<file path="src/rtl/uart_pkg.sv">
// Shared UART definitions: receive FSM state encoding and frame/word geometry.
// Also used by the 32-bit word transmitter.
package uart_pkg;

    localparam int OVERSAMPLE     = 16;
    localparam int DATA_BITS      = 8;
    localparam int BYTES_PER_WORD = 4;

    typedef enum logic [1:0] {
        IDLE  = 2'd0,
        START = 2'd1,
        DATA  = 2'd2,
        STOP  = 2'd3
    } rx_state_t;

endpackage

</file>
<file path="src/rtl/uart_baud_tick.sv">
// Free-running 16x oversample tick generator: one-cycle tick every
// BAUD_DIVISOR clocks. Shared between the UART receiver and transmitter.
module uart_baud_tick #(
    parameter int BAUD_DIVISOR = 326,
    parameter int DIVISOR_BITS = 9
) (
    input  logic i_clock,
    input  logic i_reset,
    output logic o_tick
);

    logic [DIVISOR_BITS-1:0] count;

    assign o_tick = (count == DIVISOR_BITS'(BAUD_DIVISOR - 1));

    // Count 0..BAUD_DIVISOR-1 and wrap.
    always_ff @(posedge i_clock) begin
        if (i_reset) begin
            count <= '0;
        end else if (o_tick) begin
            count <= '0;
        end else begin
            count <= count + 1'b1;
        end
    end

endmodule

</file>
<file path="src/rtl/uart_rx_32b.sv">
// 8N1 UART receiver (LSB first) that also packs four consecutive bytes,
// least-significant byte first, into a 32-bit word.
// Optional feature macro UART_RX_WORD_TIMEOUT_EN: drop a partial word after
// TIMEOUT_TICKS oversample ticks of idle line and pulse o_timeout_pulse.
//
// Handshake: there is no back-pressure. Each *_pulse output is high for
// exactly one i_clock cycle, and the matching data output is valid in that
// cycle and holds until the next pulse overwrites it.
module uart_rx_32b
    import uart_pkg::*;
#(
    parameter int BAUD_DIVISOR  = 326,
    parameter int DIVISOR_BITS  = 9,
    parameter int TIMEOUT_TICKS = 4096
) (
    input  logic        i_clock,
    input  logic        i_reset,
    input  logic        i_rx,
    input  logic        i_flush,
    output logic [7:0]  o_data_8b,
    output logic        o_rx_done_8b_pulse,
    output logic [31:0] o_data_32b,
    output logic        o_rx_done_32b_pulse,
    output logic [1:0]  o_byte_index,
    output logic        o_frame_error_pulse,
    output logic        o_timeout_pulse
);

    logic        tick;
    logic        rx_meta, rx_sync;
    logic [1:0]  sync_fill;
    logic        armed;
    rx_state_t   state, state_n;
    logic [3:0]  os_cnt, os_n;
    logic [2:0]  bit_cnt, bit_n;
    logic [7:0]  shift, shift_n;
    logic        byte_ok, frame_err;
    logic        timeout_hit;
    logic [23:0] asm_word;

    uart_baud_tick #(
        .BAUD_DIVISOR(BAUD_DIVISOR),
        .DIVISOR_BITS(DIVISOR_BITS)
    ) u_tick (
        .i_clock(i_clock),
        .i_reset(i_reset),
        .o_tick (tick)
    );

    // Two-flop synchronizer for the asynchronous serial line (idles high).
    always_ff @(posedge i_clock) begin
        if (i_reset) begin
            rx_meta <= 1'b1;
            rx_sync <= 1'b1;
        end else begin
            rx_meta <= i_rx;
            rx_sync <= rx_meta;
        end
    end

    // After reset, start bits are ignored until the real line (not the
    // reset value still in the synchronizer) has been seen high once.
    always_ff @(posedge i_clock) begin
        if (i_reset) begin
            sync_fill <= 2'b00;
            armed     <= 1'b0;
        end else begin
            sync_fill <= {sync_fill[0], 1'b1};
            if (sync_fill[1] && rx_sync) begin
                armed <= 1'b1;
            end
        end
    end

    // Receive FSM state and datapath registers.
    always_ff @(posedge i_clock) begin
        if (i_reset) begin
            state   <= IDLE;
            os_cnt  <= '0;
            bit_cnt <= '0;
            shift   <= '0;
        end else begin
            state   <= state_n;
            os_cnt  <= os_n;
            bit_cnt <= bit_n;
            shift   <= shift_n;
        end
    end

    // Next-state logic: mid-bit sampling on the 8th tick of the start bit,
    // then every 16 ticks for data and stop bits.
    always_comb begin
        state_n   = state;
        os_n      = os_cnt;
        bit_n     = bit_cnt;
        shift_n   = shift;
        byte_ok   = 1'b0;
        frame_err = 1'b0;
        case (state)
            IDLE: begin
                if (armed && !rx_sync) begin
                    state_n = START;
                    os_n    = '0;
                end
            end
            START: begin
                if (tick) begin
                    if (os_cnt == 4'(OVERSAMPLE / 2 - 1)) begin
                        os_n  = '0;
                        bit_n = '0;
                        state_n = rx_sync ? IDLE : DATA;
                    end else begin
                        os_n = os_cnt + 1'b1;
                    end
                end
            end
            DATA: begin
                if (tick) begin
                    if (os_cnt == 4'(OVERSAMPLE - 1)) begin
                        os_n    = '0;
                        shift_n = {rx_sync, shift[7:1]};
                        bit_n   = bit_cnt + 1'b1;
                        if (bit_cnt == 3'(DATA_BITS - 1)) begin
                            state_n = STOP;
                        end
                    end else begin
                        os_n = os_cnt + 1'b1;
                    end
                end
            end
            STOP: begin
                if (tick) begin
                    if (os_cnt == 4'(OVERSAMPLE - 1)) begin
                        os_n      = '0;
                        state_n   = IDLE;
                        byte_ok   = rx_sync;
                        frame_err = !rx_sync;
                    end else begin
                        os_n = os_cnt + 1'b1;
                    end
                end
            end
            default: state_n = IDLE;
        endcase
    end

    // Word packer and output registers. A byte arriving with a flush
    // starts a fresh word as byte 0.
    always_ff @(posedge i_clock) begin
        if (i_reset) begin
            o_data_8b           <= '0;
            o_rx_done_8b_pulse  <= 1'b0;
            o_data_32b          <= '0;
            o_rx_done_32b_pulse <= 1'b0;
            o_byte_index        <= '0;
            o_frame_error_pulse <= 1'b0;
            asm_word            <= '0;
        end else begin
            o_rx_done_8b_pulse  <= 1'b0;
            o_rx_done_32b_pulse <= 1'b0;
            o_frame_error_pulse <= 1'b0;
            if (byte_ok) begin
                o_data_8b          <= shift;
                o_rx_done_8b_pulse <= 1'b1;
                if (i_flush) begin
                    asm_word[7:0] <= shift;
                    o_byte_index  <= 2'd1;
                end else if (o_byte_index == 2'(BYTES_PER_WORD - 1)) begin
                    o_data_32b          <= {shift, asm_word};
                    o_rx_done_32b_pulse <= 1'b1;
                    o_byte_index        <= 2'd0;
                end else begin
                    asm_word[8*o_byte_index +: 8] <= shift;
                    o_byte_index <= o_byte_index + 1'b1;
                end
            end else if (frame_err) begin
                o_frame_error_pulse <= 1'b1;
                o_byte_index        <= 2'd0;
            end else if (timeout_hit || i_flush) begin
                o_byte_index <= 2'd0;
            end
        end
    end

`ifdef UART_RX_WORD_TIMEOUT_EN
    localparam int TO_BITS = $clog2(TIMEOUT_TICKS + 1);
    logic [TO_BITS-1:0] silence_cnt;
    logic               start_det;

    assign start_det   = (state == IDLE) && (state_n == START);
    assign timeout_hit = (o_byte_index != 2'd0) &&
                         (silence_cnt == TO_BITS'(TIMEOUT_TICKS));

    // Count idle ticks while a partial word is pending.
    always_ff @(posedge i_clock) begin
        if (i_reset || start_det || (o_byte_index == 2'd0)) begin
            silence_cnt <= '0;
        end else if ((state == IDLE) && tick && !timeout_hit) begin
            silence_cnt <= silence_cnt + 1'b1;
        end
    end

    // One-cycle pulse when the partial word is dropped.
    always_ff @(posedge i_clock) begin
        if (i_reset) begin
            o_timeout_pulse <= 1'b0;
        end else begin
            o_timeout_pulse <= timeout_hit;
        end
    end
`else
    logic unused_timeout_cfg;
    assign unused_timeout_cfg = (TIMEOUT_TICKS != 0);
    assign timeout_hit        = 1'b0;
    assign o_timeout_pulse    = 1'b0;
`endif

endmodule

</file>
<file path="config.mk">
export PLATFORM = sky130hd
export DESIGN_NAME = uart_rx_32b
export DESIGN_NICKNAME = d
export VERILOG_FILES = /design/src/rtl/uart_pkg.sv /design/src/rtl/uart_baud_tick.sv /design/src/rtl/uart_rx_32b.sv
export SDC_FILE = /design/constraint.sdc
export NUM_CORES = 1
export LEC_CHECK = 0
export CAP_MARGIN = 25
export CORE_UTILIZATION = 40
export CTS_CLUSTER_SIZE = 16
export DETAILED_ROUTE_END_ITERATION = 10
export PLACE_DENSITY = 0.69
export SYNTH_ARGS = -nofsm -noshare
export SYNTH_HDL_FRONTEND = slang
export SYNTH_SLANG_ARGS = --single-unit
</file>
<file path="constraint.sdc">
create_clock -name i_clock -period 2.6 [get_ports i_clock]
set_input_delay 0.26 -clock i_clock [delete_from_list [all_inputs] [get_ports i_clock]]
set_output_delay 0.26 -clock i_clock [all_outputs]
set_load 0.01 [all_outputs]
</file>
==> flow_metrics.py <==
metrics = {
    "setup_path": {
        "critical_path_arrival_ns": 2.54,
        "crit_path_cell_trace": "or4b_1 > nor4_4 > nand4_2 > mux2i_1",
        "path_delay_family": "simple AND/OR/NAND/NOR gates",
        "worst_path_max_delay_cell": "sky130_fd_sc_hd__or4b_1",
        "crit_type": "register to register",
        "endpoint_kind": "register",
        "cp-start-kind": "register",
        "reg2reg_depth": 4,
        "crit_fanout": 8,
        "cp_slowest_stage_delay_ns": 0.68,
        "cp.required_ns": 2.85,
        "r2r_start": "u_tick.count[2]",
        "r2r_slack_ns": 0.31,
        "worstPathBufferInverterCount": 0,
        "regToRegEndpoint": "asm_word[16]",
    },
    "logic_synthesis": {
        "ys.warnings.count": 0,
        "synthXorXnorAreaFrac_pct": 1.673,
        "synthCells": 464,
        "synth_enable_flop_cells": 0,
        "synth_async_sr_flop_share_pct": 0,
        "top_reg_cell_synth": "sky130_fd_sc_hd__dfxtp_1",
        "postSynthRegisterBits": 100,
        "postSynthNetCount": 478,
        "area_of_the_mapped_netlist_sq_mm": 0.004188,
        "main_combinational_cell_family_by_area_after_synthesis": "simple AND/OR/NAND/NOR gates",
        "synthDominantAreaCellType": "sky130_fd_sc_hd__dfxtp_1",
        "ys_seq_area_share_pct": 47.80,
        "yosys.area_share.adder_pct": 2.988,
        "synth.area.mux_share_pct": 8.635,
        "synth_compound_area_share_pct": 13.83,
        "synthesis.area_per_instance_sq_um": 9.025,
        "synth.area.top_cells": "sky130_fd_sc_hd__dfxtp_1, sky130_fd_sc_hd__mux2i_1, sky130_fd_sc_hd__a21oi_1, sky130_fd_sc_hd__nand3_1, sky130_fd_sc_hd__nand2_1",
        "synthDistinctLibCells": 47,
        "synthDominantCellAreaShare_pct": 47.80,
        "synthSimpleGateAreaFrac_pct": 20.91,
    },
    "layout": {
        "final_core_util_pct": 49.85,
        "design.final.nets": 516,
        "fillers": 924,
        "insertedDiodeCount": 0,
        "finalInstanceArea_sq_mm": 0.004962,
        "area.growth.synth_to_final_pct": 18.49,
        "post_route_cells_drive_above_1_share_pct": 9.665,
    },
    "timing": {
        "fin_worst_skew_ns": 0.009286,
        "rsz0062_at_grt": "false",
        "tns_ns": 0,
        "layout_worst_path_cycle_share_pct": 88.24,
        "fmaxAchievable_mhz": 435.9,
        "slew_limit_fails": 0,
        "fin_crit_ns": 2.294,
        "worst_slew_margin_rel_pct": 56.92,
        "finalSetupViolations": 0,
        "hold_viol": 0,
        "max_slew.worst_pin.slew_ns": 0.6373,
    },
    "die": {
        "floorplan.initialDensity_pct": 42.07,
        "area_of_the_core_region_sq_mm": 0.009955,
        "row_count": 36,
        "die_y_microns": 104.3,
        "die_area_sq_mm": 0.01088,
        "die_span_x_microns": 104.3,
        "io-pin-count": 50,
    },
    "place": {
        "place_hpwl_mm": 6.080,
        "place.gp.congestion": 0.8089,
        "detailed_place.area_sq_mm": 0.004776,
        "buffers_on_ports": 48,
    },
    "route": {
        "postRouteWirelength_mm": 9.264,
        "number_of_search_and_repair_iterations_in_the_first_detailed_routing_pass": 5,
        "route.vias.total": 3385,
        "detail_routed_net_length_per_standard_cell_microns": 14.48,
        "drt_iter0_markers": 211,
        "via_count_normalized_by_instance_count": 5.289,
        "drtAntennaViolNets": 0,
        "route.detailed.drc": 0,
    },
    "global_routing": {
        "track_usage_pct": 17.75,
        "grt_start_max_net_pins": 39,
        "grt_overflow_total": 0,
        "first_pass_grt_wire_length_mm": 15.53,
        "grt_antenna_before_repair": 0,
        "via_count_of_the_first_global_routing_pass": 3124,
    },
    "cts": {
        "cts_post_setup_buffers_inserted": 0,
        "tritoncts": "built",
        "cts_htree_levels": 3,
        "cts.path.max_buffers": 2,
        "hold_buffers": 0,
        "cts_num_sinks": 100,
        "cts.repair.resized": 0,
        "cts-buffers-inserted": 9,
        "clkSlewWorstSetupHoldPaths_ns": 0.09,
        "clkLatencyLatePin_ns": 0.36,
        "ctsRootBufferMaster": "sky130_fd_sc_hd__clkbuf_8",
    },
    "pwr": {
        "seqPwrFrac_pct": 60.9,
        "comb_power_share_pct": 2.4,
        "switching_power_mw": 0.5805,
        "power_per_cell_area_mw_per_mm2": 511.8,
        "vdd_ir_drop_max_mv": 0.2953,
        "static-leakage-power_nw": 1.792,
        "p_clk_share_pct": 36.7,
        "power_switching_share_pct": 22.85,
        "internal_power_mw": 1.959,
    },
    "min_path": {
        "class_of_the_worst_hold_path": "primary input to register",
        "whs_path_depth": 2,
        "worst_hold_startpoint": "i_reset",
        "min_delay_worst_endpoint": "os_cnt[1]",
    },
    "job": {
        "maxCapViolCount": 0,
    },
    "status": {
        "status": "finished, final reports clean",
    },
}
## Yosys cell counts (all sizes together), types with 2 or more instances
cell type and instances:
dfxtp 100, a21oi 45, nand2 44, nand3 43, nor2 43, mux2i 35, o21ai 34, clkbuf 28
ha 10, a31o 8, inv 7, xor2 6, buf 5, nand4 5, a31oi 4, and3 4
nor3 4, nor4b 4, nor4 3, or2 3, a211oi 2, a22oi 2, and4 2, and4b 2
nand2b 2, nand3b 2, nor2b 2, or4b 2, xnor2 2
## cells by family (layout without fill, tap and decap cells)
family	Yosys count	after routing
buf+inv	40	83
compound gates	100	100
simple gates	169	169
xor+xnor	8	8
fa+ha+maj	10	10
mux	36	36
flops	100	100
other cells	1	1
## cell type report
cell class | instances | area [sq um] | share of cell area (%)
multi-input combinational | 324 | 2016 | 40.62
sequential | 100 | 2002 | 40.34
inverter | 7 | 26.28 | 0.5295
clock inverter | 4 | 31.28 | 0.6304
tap | 133 | 166.4 | 3.354
clock buffer | 12 | 155.1 | 3.127
timing repair buffer | 60 | 565.5 | 11.40
## power by group through the flow
stage / Combinational (mW) / Clock (mW) / Sequential, mW
2_1_floorplan: 0.0481 / 0 / 1.58
3_3_place_gp: 0.0581 / 0 / 1.58
4_1_cts: 0.0601 / 0.947 / 1.55
6_report: 0.0597 / 0.933 / 1.55
3_5_place_dp: 0.0599 / 0 / 1.58
5_1_grt: 0.0667 / 1.02 / 1.55
## worst max path at each step
stage                    startpoint  cells past startpoint  slack, ns      endpoint
floorplan           u_tick.count[3]                      6       0.58   asm_word[7]
global placement    u_tick.count[3]                      4       0.38  asm_word[23]
detailed placement  u_tick.count[3]                      4       0.31  asm_word[20]
CTS                 u_tick.count[3]                      4       0.29  asm_word[20]
global route        u_tick.count[2]                      4       0.18  asm_word[20]
finish              u_tick.count[2]                      4       0.31  asm_word[16]
## placed cells by master (no fill, tap or decap), types with 6 or more instances in the layout
master	n
sky130_fd_sc_hd__clkdlybuf4s50_1	47
sky130_fd_sc_hd__ha_1	10
sky130_fd_sc_hd__buf_4	12
sky130_fd_sc_hd__xor2_1	6
sky130_fd_sc_hd__a21oi_1	45
sky130_fd_sc_hd__a31o_2	8
sky130_fd_sc_hd__dfxtp_1	100
sky130_fd_sc_hd__o21ai_0	33
sky130_fd_sc_hd__nand2_1	44
sky130_fd_sc_hd__clkbuf_8	11
sky130_fd_sc_hd__nand3_1	43
sky130_fd_sc_hd__mux2i_1	35
sky130_fd_sc_hd__nor2_1	43
sky130_fd_sc_hd__inv_1	6
## state kept, by name, summed over array words and instances (netlist names), named ones only
name                 flops
rx_meta                  1
bit_cnt                  3
shift                    8
o_byte_index             2
asm_word                24
o_frame_error_pulse      1
u_tick.count             9
rx_sync                  1
armed                    1
o_data_8b                8
state                    1
os_cnt                   4
sync_fill                2
o_rx_done_32b_pulse      1
o_rx_done_8b_pulse       1
o_data_32b              32
## per-layer routing
| metal | up-vias | track usage [%] | share of wire, % |
|---|---|---|---|
| met5 | - | 0 | 0 |
| met4 | 0 | 6.122 | 1.3 |
| met3 | 9 | 3.321 | 4.7 |
| met2 | 74 | 28.71 | 47 |
| met1 | 1602 | 23.55 | 47 |
| li1 | 1700 | - | - |
## stage by stage
step | worst slack (ns) | power, mW | cells | hold WS (ns)
2_1_floorplan | 0.5801 | 1.628 | 464 | 0.3385
3_3_place_gp | 0.3835 | 1.641 | 624 | 0.3955
3_5_place_dp | 0.3096 | 1.643 | 624 | 0.3977
4_1_cts | 0.2941 | 2.555 | 640 | 0.3642
5_1_grt | 0.1849 | 2.636 | 640 | 0.3699
6_report | 0.3057 | 2.540 | 640 | 0.3630
No activity file was read; power rests on OpenSTA's default activity.
